--- config.mk ---
export PLATFORM = sky130hd
export DESIGN_NAME = io_uart_tx_drain
export DESIGN_NICKNAME = d
export VERILOG_FILES = /design/src/rtl/hubris_io_pkg.sv /design/src/rtl/uart_bit_timer.sv /design/src/rtl/io_uart_tx_drain.sv
export SDC_FILE = /design/constraint.sdc
export NUM_CORES = 1
export LEC_CHECK = 0
export BUFFER_PORTS_ARGS = -buffer_cell sky130_fd_sc_hd__buf_2
export CAP_MARGIN = 40
export CORE_MARGIN = 5
export CORE_UTILIZATION = 50
export CTS_CLUSTER_SIZE = 16
export DETAILED_ROUTE_END_ITERATION = 8
export HOLD_SLACK_MARGIN = 0.12
export PLACE_DENSITY_LB_ADDON = 0.05
export REMOVE_ABC_BUFFERS = 1
export SLEW_MARGIN = 20
export SYNTH_ARGS = -nofsm -noshare
export SYNTH_HDL_FRONTEND = slang
export SYNTH_SLANG_ARGS = --single-unit
--- constraint.sdc ---
create_clock -name clk -period 3.6 [get_ports clk]
set_input_delay 0.36 -clock clk [delete_from_list [all_inputs] [get_ports clk]]
set_output_delay 0.36 -clock clk [all_outputs]
set_load 0.02 [all_outputs]
--- src/rtl/hubris_io_pkg.sv ---
// Shared constants for the Hubris IO drain path: UART FSM state encoding,
// frame geometry and the idle line level.
package hubris_io_pkg;

   typedef enum logic [1:0] {
      IDLE  = 2'd0,
      START = 2'd1,
      DATA  = 2'd2,
      STOP  = 2'd3
   } tx_state_e;

   localparam int   UART_DATA_BITS = 8;
   localparam logic TX_IDLE        = 1'b1;

endpackage

--- src/rtl/uart_bit_timer.sv ---
// Reloadable down-counter timing one UART bit (or stop period); done pulses
// for exactly one cycle on the last cycle of each loaded period.
module uart_bit_timer #(
   parameter int WIDTH = 10
) (
   input  logic             clk,
   input  logic             reset,
   input  logic             load,
   input  logic [WIDTH-1:0] load_value,
   output logic             done
);

   logic [WIDTH-1:0] count;
   logic             armed;

   // NOTE: sequential state is updated with <= only, so every flop samples
   // the pre-edge values of its neighbours regardless of block ordering.
   always_ff @(posedge clk) begin
      if (reset) begin
         count <= '0;
         armed <= 1'b0;
      end else if (load) begin
         count <= load_value;
         armed <= 1'b1;
      end else if (count != '0) begin
         count <= count - 1'b1;
      end else begin
         armed <= 1'b0;
      end
   end

   // armed keeps done from sticking high while the counter idles at zero
   assign done = armed && (count == '0);

endmodule

--- src/rtl/io_uart_tx_drain.sv ---
// Drains the unified memory's output IO buffer one byte at a time and
// serialises each byte as an 8N1/8N2 UART frame on tx.
module io_uart_tx_drain
   import hubris_io_pkg::*;
#(
   parameter int CLKS_PER_BIT = 868,
   parameter int STOP_BITS    = 1
) (
   input  logic        clk,
   input  logic        reset,
   input  logic        enable,
   input  logic [31:0] io_buffer_size_avai,
   input  logic [7:0]  io_output_data,
   output logic        io_output_en,
   output logic        tx,
   output logic        busy,
   output logic [31:0] byte_count
);

   localparam int TIMER_WIDTH = ($clog2(CLKS_PER_BIT * STOP_BITS) < 1) ? 1
                                : $clog2(CLKS_PER_BIT * STOP_BITS);
   localparam logic [TIMER_WIDTH-1:0] BIT_LOAD  = TIMER_WIDTH'(CLKS_PER_BIT - 1);
   localparam logic [TIMER_WIDTH-1:0] STOP_LOAD = TIMER_WIDTH'(CLKS_PER_BIT * STOP_BITS - 1);

   generate
      if (CLKS_PER_BIT < 2 || (STOP_BITS != 1 && STOP_BITS != 2)) begin : g_bad_params
         $error("io_uart_tx_drain: CLKS_PER_BIT must be >= 2 and STOP_BITS 1 or 2");
      end
   endgenerate

   tx_state_e                 state;
   logic [UART_DATA_BITS-1:0] shift_reg;
   logic [2:0]                bit_idx;
   logic                      last_bit;
   logic                      timer_load;
   logic                      timer_done;
   logic [TIMER_WIDTH-1:0]    timer_value;

   assign io_output_en = (state == IDLE) && enable && (io_buffer_size_avai != '0) && !reset;
   assign last_bit     = (bit_idx == 3'(UART_DATA_BITS - 1));

   // NOTE: every always_comb output gets a value on every path (defaults
   // first) so no latch can be inferred.
   always_comb begin
      timer_load  = io_output_en || ((state != IDLE) && timer_done);
      timer_value = BIT_LOAD;
      if (state == DATA && last_bit) timer_value = STOP_LOAD;
   end

   uart_bit_timer #(
      .WIDTH(TIMER_WIDTH)
   ) u_bit_timer (
      .clk       (clk),
      .reset     (reset),
      .load      (timer_load),
      .load_value(timer_value),
      .done      (timer_done)
   );

   always_ff @(posedge clk) begin
      if (reset) begin
         state      <= IDLE;
         tx         <= TX_IDLE;
         busy       <= 1'b0;
         byte_count <= '0;
         shift_reg  <= '0;
         bit_idx    <= '0;
      end else begin
         case (state)
            IDLE: if (io_output_en) begin
               shift_reg  <= io_output_data;
               byte_count <= byte_count + 32'd1;
               tx         <= 1'b0;
               busy       <= 1'b1;
               state      <= START;
            end
            START: if (timer_done) begin
               tx        <= shift_reg[0];
               shift_reg <= shift_reg >> 1;
               bit_idx   <= '0;
               state     <= DATA;
            end
            DATA: if (timer_done) begin
               if (last_bit) begin
                  tx    <= TX_IDLE;
                  state <= STOP;
               end else begin
                  tx        <= shift_reg[0];
                  shift_reg <= shift_reg >> 1;
                  bit_idx   <= bit_idx + 3'd1;
               end
            end
            STOP: if (timer_done) begin
               busy  <= 1'b0;
               state <= IDLE;
            end
            default: state <= IDLE;
         endcase
      end
   end

endmodule

==> results.md, run 1 <==
- The flow ran to the end, and the final reports show no timing, DRC or antenna violations.
- The worst setup path is launched from a flip-flop.
- The largest delay contributor family on the critical path is buffers and inverters.
- The most prevalent standard cell on the critical path is inv_1.
- The total of buffers placed on input and output ports is 77.
- The TritonCTS buffer count is 9.
- Dividing the detail-routed via count by the number of cells gives around 5.7.
- The first global-routing pass estimated 11.9 mm of wire.
- Summed over all layers, the global routing overflow is 0.
- The starting density of the core is 51.5%.
- Counting every sink on the clock net gives between 50 and 60.
- Setup repair after global routing left no endpoint under its margin.
- The max-slew violation count was 0.
- After synthesis, the share of flip-flops with an asynchronous set or reset is 0%.
- Global routing used between 10% and 20% of the available tracks across all layers.
- Once detail routing completed, the nets flagged for antenna violations numbered 0.
- The total wirelength of the detailed-routed design is between 7 and 8 mm.
- The tightest hold path in the finished design has a slack of approximately 0.27 ns.
- The tool flagged a number of max-cap violations equal to 0.
- IR analysis of the VDD net gives a maximum drop of between 400 and 500 µV.
- The main combinational cell family by area after synthesis is simple AND/OR/NAND/NOR gates.
- The core occupancy in the finished layout is between 60% and 70%.
- Static timing analysis puts the maximum clock frequency at ~380 MHz.
- The leakage power is approximately 1.4 nW.
- The leading cell type in the layout, fill and taps excluded is buf_2.
- The critical path is of the reg -> out type.
- The library cells used most frequently in the layout, excluding fill and tap cells, are 77 x buf_2, 58 x dfxtp_1, 39 x a21oi_1.
- The count of buffer and inverter cells on the critical path is 3.
- The detailed router finished its first iteration with around 160 violations.
- Routability-driven placement finished with a final weighted congestion of slightly below 0.8.
- The proportion of layout cells with a drive suffix above 1 is between 20% and 30%.
- After Yosys synthesis, full adders, half adders and majority gates account for 4.11% of the synthesized area.
- The number of top-level design ports is 78.
- The half-perimeter wire length after detailed placement is between 5 and 6 mm.
- Sequential cells were found to cover between 30% and 40% of the synthesized design area.
- The clock period could shrink to around 2.6 ns.
- The CTS clock-pin slew for the worst setup and hold paths is approximately 0.060 ns.
- The number of storage elements in the synthesis netlist is just under 60.
- The class of the most critical hold timing path is in -> reg.
- After Yosys synthesis, XOR and XNOR cells account for under 10% of the synthesized area.
- The final count of hold timing violations is 0.
- The hold buffer count at cts is 0.
- The synthesized design contains 0 enable-type register cells.
- For the worst setup path, the data required time is ~3.2 ns.
- For the final database, setup skew stands at about 0.0063 ns.
- The die outline height is 88.1 µm.
- The total power density per cell area is 651 nW/µm².
- On the worst path, the slowest cell contributes a delay of 0.37 ns.
- The core outline area is just under 6000 µm².
- For the pin with the worst max-slew slack, the measured transition is 0.746 ns.
- For this design, the slowest cell found on the critical path is and3_1.
- The count of different cell masters after synthesis is 45.
- The signal on the critical path passes through inv_1, ha_1, and3_1, o21ai_2, inv_1, buf_2.
- The net total in the final layout is around 490.
- Clock latency on the worst-skew pair, taken at its later pin, is about 0.33 ns.
- The mux cell area share after synthesis is approximately 4.3%.
- In this run the cell area measured after placement is approximately 3500 µm².
- From synthesis to final layout, the design area changed by 19.3%.
- The number of antenna violations at the first check in global routing is 0.
- After synthesis, the largest area contributor takes up a little under two fifths of total cell area.
- Dividing the detail-routed wire length by the instance count gives approximately 14 µm.
- With fillers left out, the area of the finished cells amounts to 3640 µm².
- The placement row count is 28.
- For this run, the detailed router's first-pass iteration total came to 4.
- The register with the most flip-flops in the layout has 32 of them.
- The worst path uses 73.6% of the clock period.
- The cell area that synthesis handed to floorplanning was about 3000 µm².
- The endpoint type of the worst setup path is an output pin.
- The post-CTS setup repair buffer count is 0.
- The synthesized design spends more area on one cell type than any other, namely dfxtp_1.
- The total number of vias is a little under 3k.
- TritonCTS built the clock tree.
- Summing the areas of all and, or, nand and nor instances in the mapped netlist gives 23.6% of the synthesized area.
- The root buffer cell is clkbuf_8.
- The repair_antennas step left the layout with diodes totalling 0.
- The area of the die is a little under 8000 µm².
- The width of the die is 88.1 µm.
- Setup total negative slack on the finished layout was measured at 0 ns.
- The largest fanout on the critical path is 12.
- Setup violations remaining at the end of the flow were counted as 0.
- The compound-gate portion of the synthesized area is between 20% and 30%.
- The number of cells produced by synthesis is 358.
- Entering global routing, the biggest net connects 56 pins.
- The max-slew headroom at the worst pin is roughly 50%.
- The via count of the first global-routing pass is 2652.
- After detailed routing, the number of remaining DRC violations is 0.
- By area the synthesized netlist is led by dfxtp_1 38%, a21oi_1 6.4%, mux2i_1 4.3%, ha_1 4.1%, o31ai_1 3.4%.
- The dominant synthesized flop cell is dfxtp_1.
- The synthesized area per cell is approximately 8.5 µm².
- The number of synthesis warnings is 0.
- The arrival time at the worst endpoint is 2.29 ns.
- The post-cts gate resize count is 0.
- The number of levels the H-tree was split into is 3.
- The maximum buffer depth of the clock tree is 2.
area by class of cell:
cell class | instances | area [µm²]
inverters | 13 | 48.8
multi-input cells | 270 | 1750
flip-flops and latches | 58 | 1160
clock inverters | 3 | 15.0
repair buffers | 80 | 408
fillers | 530 | 2280
clock buffers | 12 | 155
well taps | 75 | 93.8
per-layer routing:
metal | wire length [µm] | global-route usage, % | part of all wire, % | up-vias
li1 | - | - | - | 1508
met4 | 70 | 6.18 | 0.96 | 0
met2 | 3580 | 31.8 | 49 | 51
met3 | 382 | 5.17 | 5.2 | 8
met5 | 0 | 0 | 0 | -
met1 | 3250 | 23.8 | 45 | 1355
cell usage after synthesis (6+ instances only):
cell,instances
nor4_1,10
a31o_2,7
dfxtp_1,58
nand2_1,23
a211oi_1,9
xor2_1,8
o21ai_0,14
nor2_1,25
o31ai_1,14
clkbuf_1,12
inv_1,13
or3_1,11
nand4_1,11
nor3_1,6
or4_1,13
mux2i_1,13
a21oi_1,39
nand3_1,16
ha_1,10
path summary, 6_finish.rpt:
kind                startpoint              to  slack (ns)  cells past startpoint
max                   state[0]    io_output_en        0.95                      6
min          io_output_data[7]    shift_reg[7]        0.27                      3
max reg2reg           state[0]  byte_count[24]        0.98                      7
min reg2reg       shift_reg[7]    shift_reg[7]        0.46                      2
worst register-to-register path, delay by kind of cell, from the launching register on:
kind	cells	cell delay (ns)
AOI/OAI and AO/OA	2	0.57
adders and majority gates	1	0.35
buffers and inverters	2	0.44
DFF	1	0.34
and+or+nand+nor	2	0.87
stage by stage:
step | setup slack, ns | std cells | power (mW)
after floorplan | 1.27 | 341 | 1.64
final | 0.951 | 511 | 2.37
after detailed placement | 0.980 | 496 | 1.85
after CTS | 0.965 | 511 | 2.38
after global placement | 1.04 | 495 | 1.83
after global routing | 0.718 | 511 | 2.53
cells by family after synthesis:
| logic type | Yosys count |
|---|---|
| muxes | 13 |
| adders and majority gates | 10 |
| DFF | 58 |
| xor gates and xnor gates | 13 |
| AOI/OAI and AO/OA | 100 |
| and+or+nand+nor | 134 |
| buffers and inverters | 30 |
power breakdown:
part           leakage (nW)  internal, mW  switching (mW)
Clock                0.0920         0.280           0.249
Sequential            0.472         0.761          0.0935
Combinational         0.871         0.450           0.532
Note: power is estimated with default switching activity, not from simulation.
==> run 2: changes to the inputs <==
Settings changed: CORE_UTILIZATION 50 to 48.
Clock period 3.6 ns to 2.4 ns, I/O delays scaled along.
==> run 2 against run 1 <==
Global-route usage shrank 0.051 points. Worst hold slack got worse by 0.12 ns. Sequential power up 51%. Critical endpoint is now state[1]. Sequential share of layout area down 0.42 points. Utilization down 2.7 points. Cell count increased by 2.0%. Clock-buffer cell count rose by 1. Design area up 1.3%. Clock power increased by 46%. Highest routed layer unchanged. Power increased by 52%.
==> results.md, run 2 (synthesis results as in run 1) <==
- Leaving out fill and tap cells, the most frequent cell in the layout is buf_2.
- The finished layout holds 521 standard cells, fillers aside.
- The worst setup path is launched from a flip-flop.
- The total wirelength of the detailed-routed design is around 7.4 mm.
- Counting along the longest clock path gives a buffer depth of 2.
- The final setup TNS is 0 ns.
- For this configuration, the core starts out at a cell density of between 40% and 50%.
- The signal on the critical path passes through nor4_1, nand4_1, a221oi_1, mux2i_1.
- The class of the most critical hold timing path is in -> reg.
- The diode insertion count for antenna repair is 0.
- The leakage power is between 1 and 1.5 nW.
- The aggregate global routing overflow is 0.
- For this design, the CTS-stage hold fixing added 0 buffers.
- The detailed router finished its first iteration with between 100 and 150 violations.
- The largest fanout on the critical path is 5.
- The run finished with clean final reports.
- At the end of routability-driven placement, the weighted congestion stood at between 0.7 and 0.8.
- The reported max-cap violation count is 0.
- The worst setup path is captured at a flip-flop.
- The number of nets still failing antenna checks after routing is 0.
- The via count normalized by instance count is 5.68.
- After detailed routing, the number of remaining DRC violations is 0.
- The startpoint identified for the worst register-to-register timing path is u_bit_timer.count[5].
- The die outline height is 89.7 µm.
- Across the routed clock network, the largest skew measured is 0.00550 ns.
- The floorplan step defined a die boundary enclosing slightly above 8000 µm².
- The global-route wire length before repair is around 12 mm.
- Setup repair after global routing left no endpoint under its margin.
- The net total in the final layout is about 500.
- The required arrival time at the worst endpoint is approximately 2.7 ns.
- In this run the clock root is driven by a clkbuf_8.
- The total power density per cell area is about 1000 nW/µm².
- The worst min-delay path startpoint is io_output_data[7].
- The instance count after placement with tap cells included is between 500 and 600.
- Summed over all nets, the half-perimeter wirelength after detailed placement is 5.24 mm.
- The core outline area is approximately 6300 µm².
- After layout, the worst path uses 87.2% of the clock period.
- Setup violations remaining at the end of the flow were counted as 0.
- The largest net degree at the start of global routing is between 50 and 60.
- Across all setup checks in the final design, the least slack found is ~0.31 ns.
- The area added between synthesis and finish is 20.9%.
- The count of clock tree sinks is 58.
- The first-pass iteration count of the detailed router is 4.
- In the layout the commonest cells are 77 x buf_2, 58 x dfxtp_1, 39 x a21oi_1.
- The worst-case hold slack is about 0.15 ns.
- The critical path startpoint is u_bit_timer.count[5].
- The CTS tree is done.
- The placement row count is 29.
- The critical path's slowest cell is nor4_1.
- Subtracting the final worst setup slack from the clock period gives approximately 2.1 ns.
- The number of antenna violations at the first check in global routing is 0.
- The slew at the pin with the worst max-slew slack is approximately 0.63 ns.
- In this run, CTS created clock tree buffers numbering 9.
- The post-CTS setup repair buffer count is 0.
- Port buffering added 77 buffers.
- For this run, the total global-route usage over all layers was measured as a little under a fifth.
- Headroom to the max-slew limit came out at 57.8%.
- The clock tree synthesis step divided the H-tree into 3 levels.
- The proportion of layout cells with a drive suffix above 1 is 26.1%.
- The arrival time at the worst endpoint is 2.35 ns.
- The final route contains slightly below 3k vias.
- The wire length per cell after detailed routing is 14.3 µm.
- between 70 and 80 I/O pins were placed.
- The number of flip-flops in the largest register is 32.
- The worst slack after detailed placement is 0.326 ns.
- Across the VDD grid, the largest voltage drop is approximately 660 µV.
- The final count of hold timing violations was 0.
- The setup check on the worst reg-to-reg path leaves a slack of between 0.3 and 0.4 ns.
- The max-slew violation count is 0.
- The core occupancy in the finished layout is between 50% and 60%.
- The floorplan step set the die width to roughly 90 µm.
- The critical path in this run is classified as reg -> reg.
- On the worst path, the slowest cell contributes a delay of 0.59 ns.
- In this run, post-CTS repair resized a total of 0 instances.
- The via count of the first global-routing pass is ~2.7k.
- The later pin in the worst-skew pair is clocked with a latency of about 0.33 ns.
- After clock tree synthesis, the clock-pin slew on the worst setup and hold paths is ~0.060 ns.
- The highest clock frequency the design can meet is between 400 and 500 MHz.
==> run 2: cell types whose count changed in the layout (fill, tap and decap cells not counted), sizes merged <==
cell,change
clkbuf,+1
buf,+7
==> run 2: cell type report <==
| cell class | count | area (µm²) |
|---|---|---|
| multi-input combinational | 270 | 1750 |
| inverter | 13 | 48.8 |
| timing repair buffer | 87 | 460 |
| tap | 77 | 96.3 |
| sequential | 58 | 1160 |
| fill | 608 | 2590 |
| clock inverter | 3 | 15.0 |
| clock buffer | 13 | 149 |
==> run 2: worst max-delay path, delay by kind of cell (launching register included) <==
kind	cells	cell delay [ns]
AND/OR/NAND/NOR	2	0.90
multiplexers	1	0.24
AO/OA/AOI/OAI	1	0.54
flip-flops	1	0.35
==> run 2: report_power, final <==
part	internal [mW]	switching, mW
sequential	1.14	0.145
combinational	0.726	0.804
clock	0.399	0.373
==> run 2: final timing paths <==
| path | end | cells past startpoint |
|---|---|---|
| hold reg to reg | shift_reg[7] | 2 |
| setup / recovery | state[1] | 4 |
| setup reg to reg | state[1] | 4 |
| hold / removal | shift_reg[7] | 3 |
==> run 2: per-stage QoR <==
step | power [mW] | instance area (µm²)
after floorplan | 2.46 | 2960
after global placement | 2.82 | 3520
after detailed placement | 2.84 | 3520
after CTS | 3.61 | 3680
after global routing | 3.88 | 3680
final | 3.59 | 3680
==> run 2: layer usage <==
| metal | up-vias | wire length [µm] | track usage [%] |
|---|---|---|---|
| met3 | 10 | 280 | 3.56 |
| met1 | 1391 | 3370 | 23.8 |
| met2 | 45 | 3700 | 32.6 |
| met5 | - | 0 | 0 |
| met4 | 0 | 89 | 6.50 |
| li1 | 1513 | - | - |
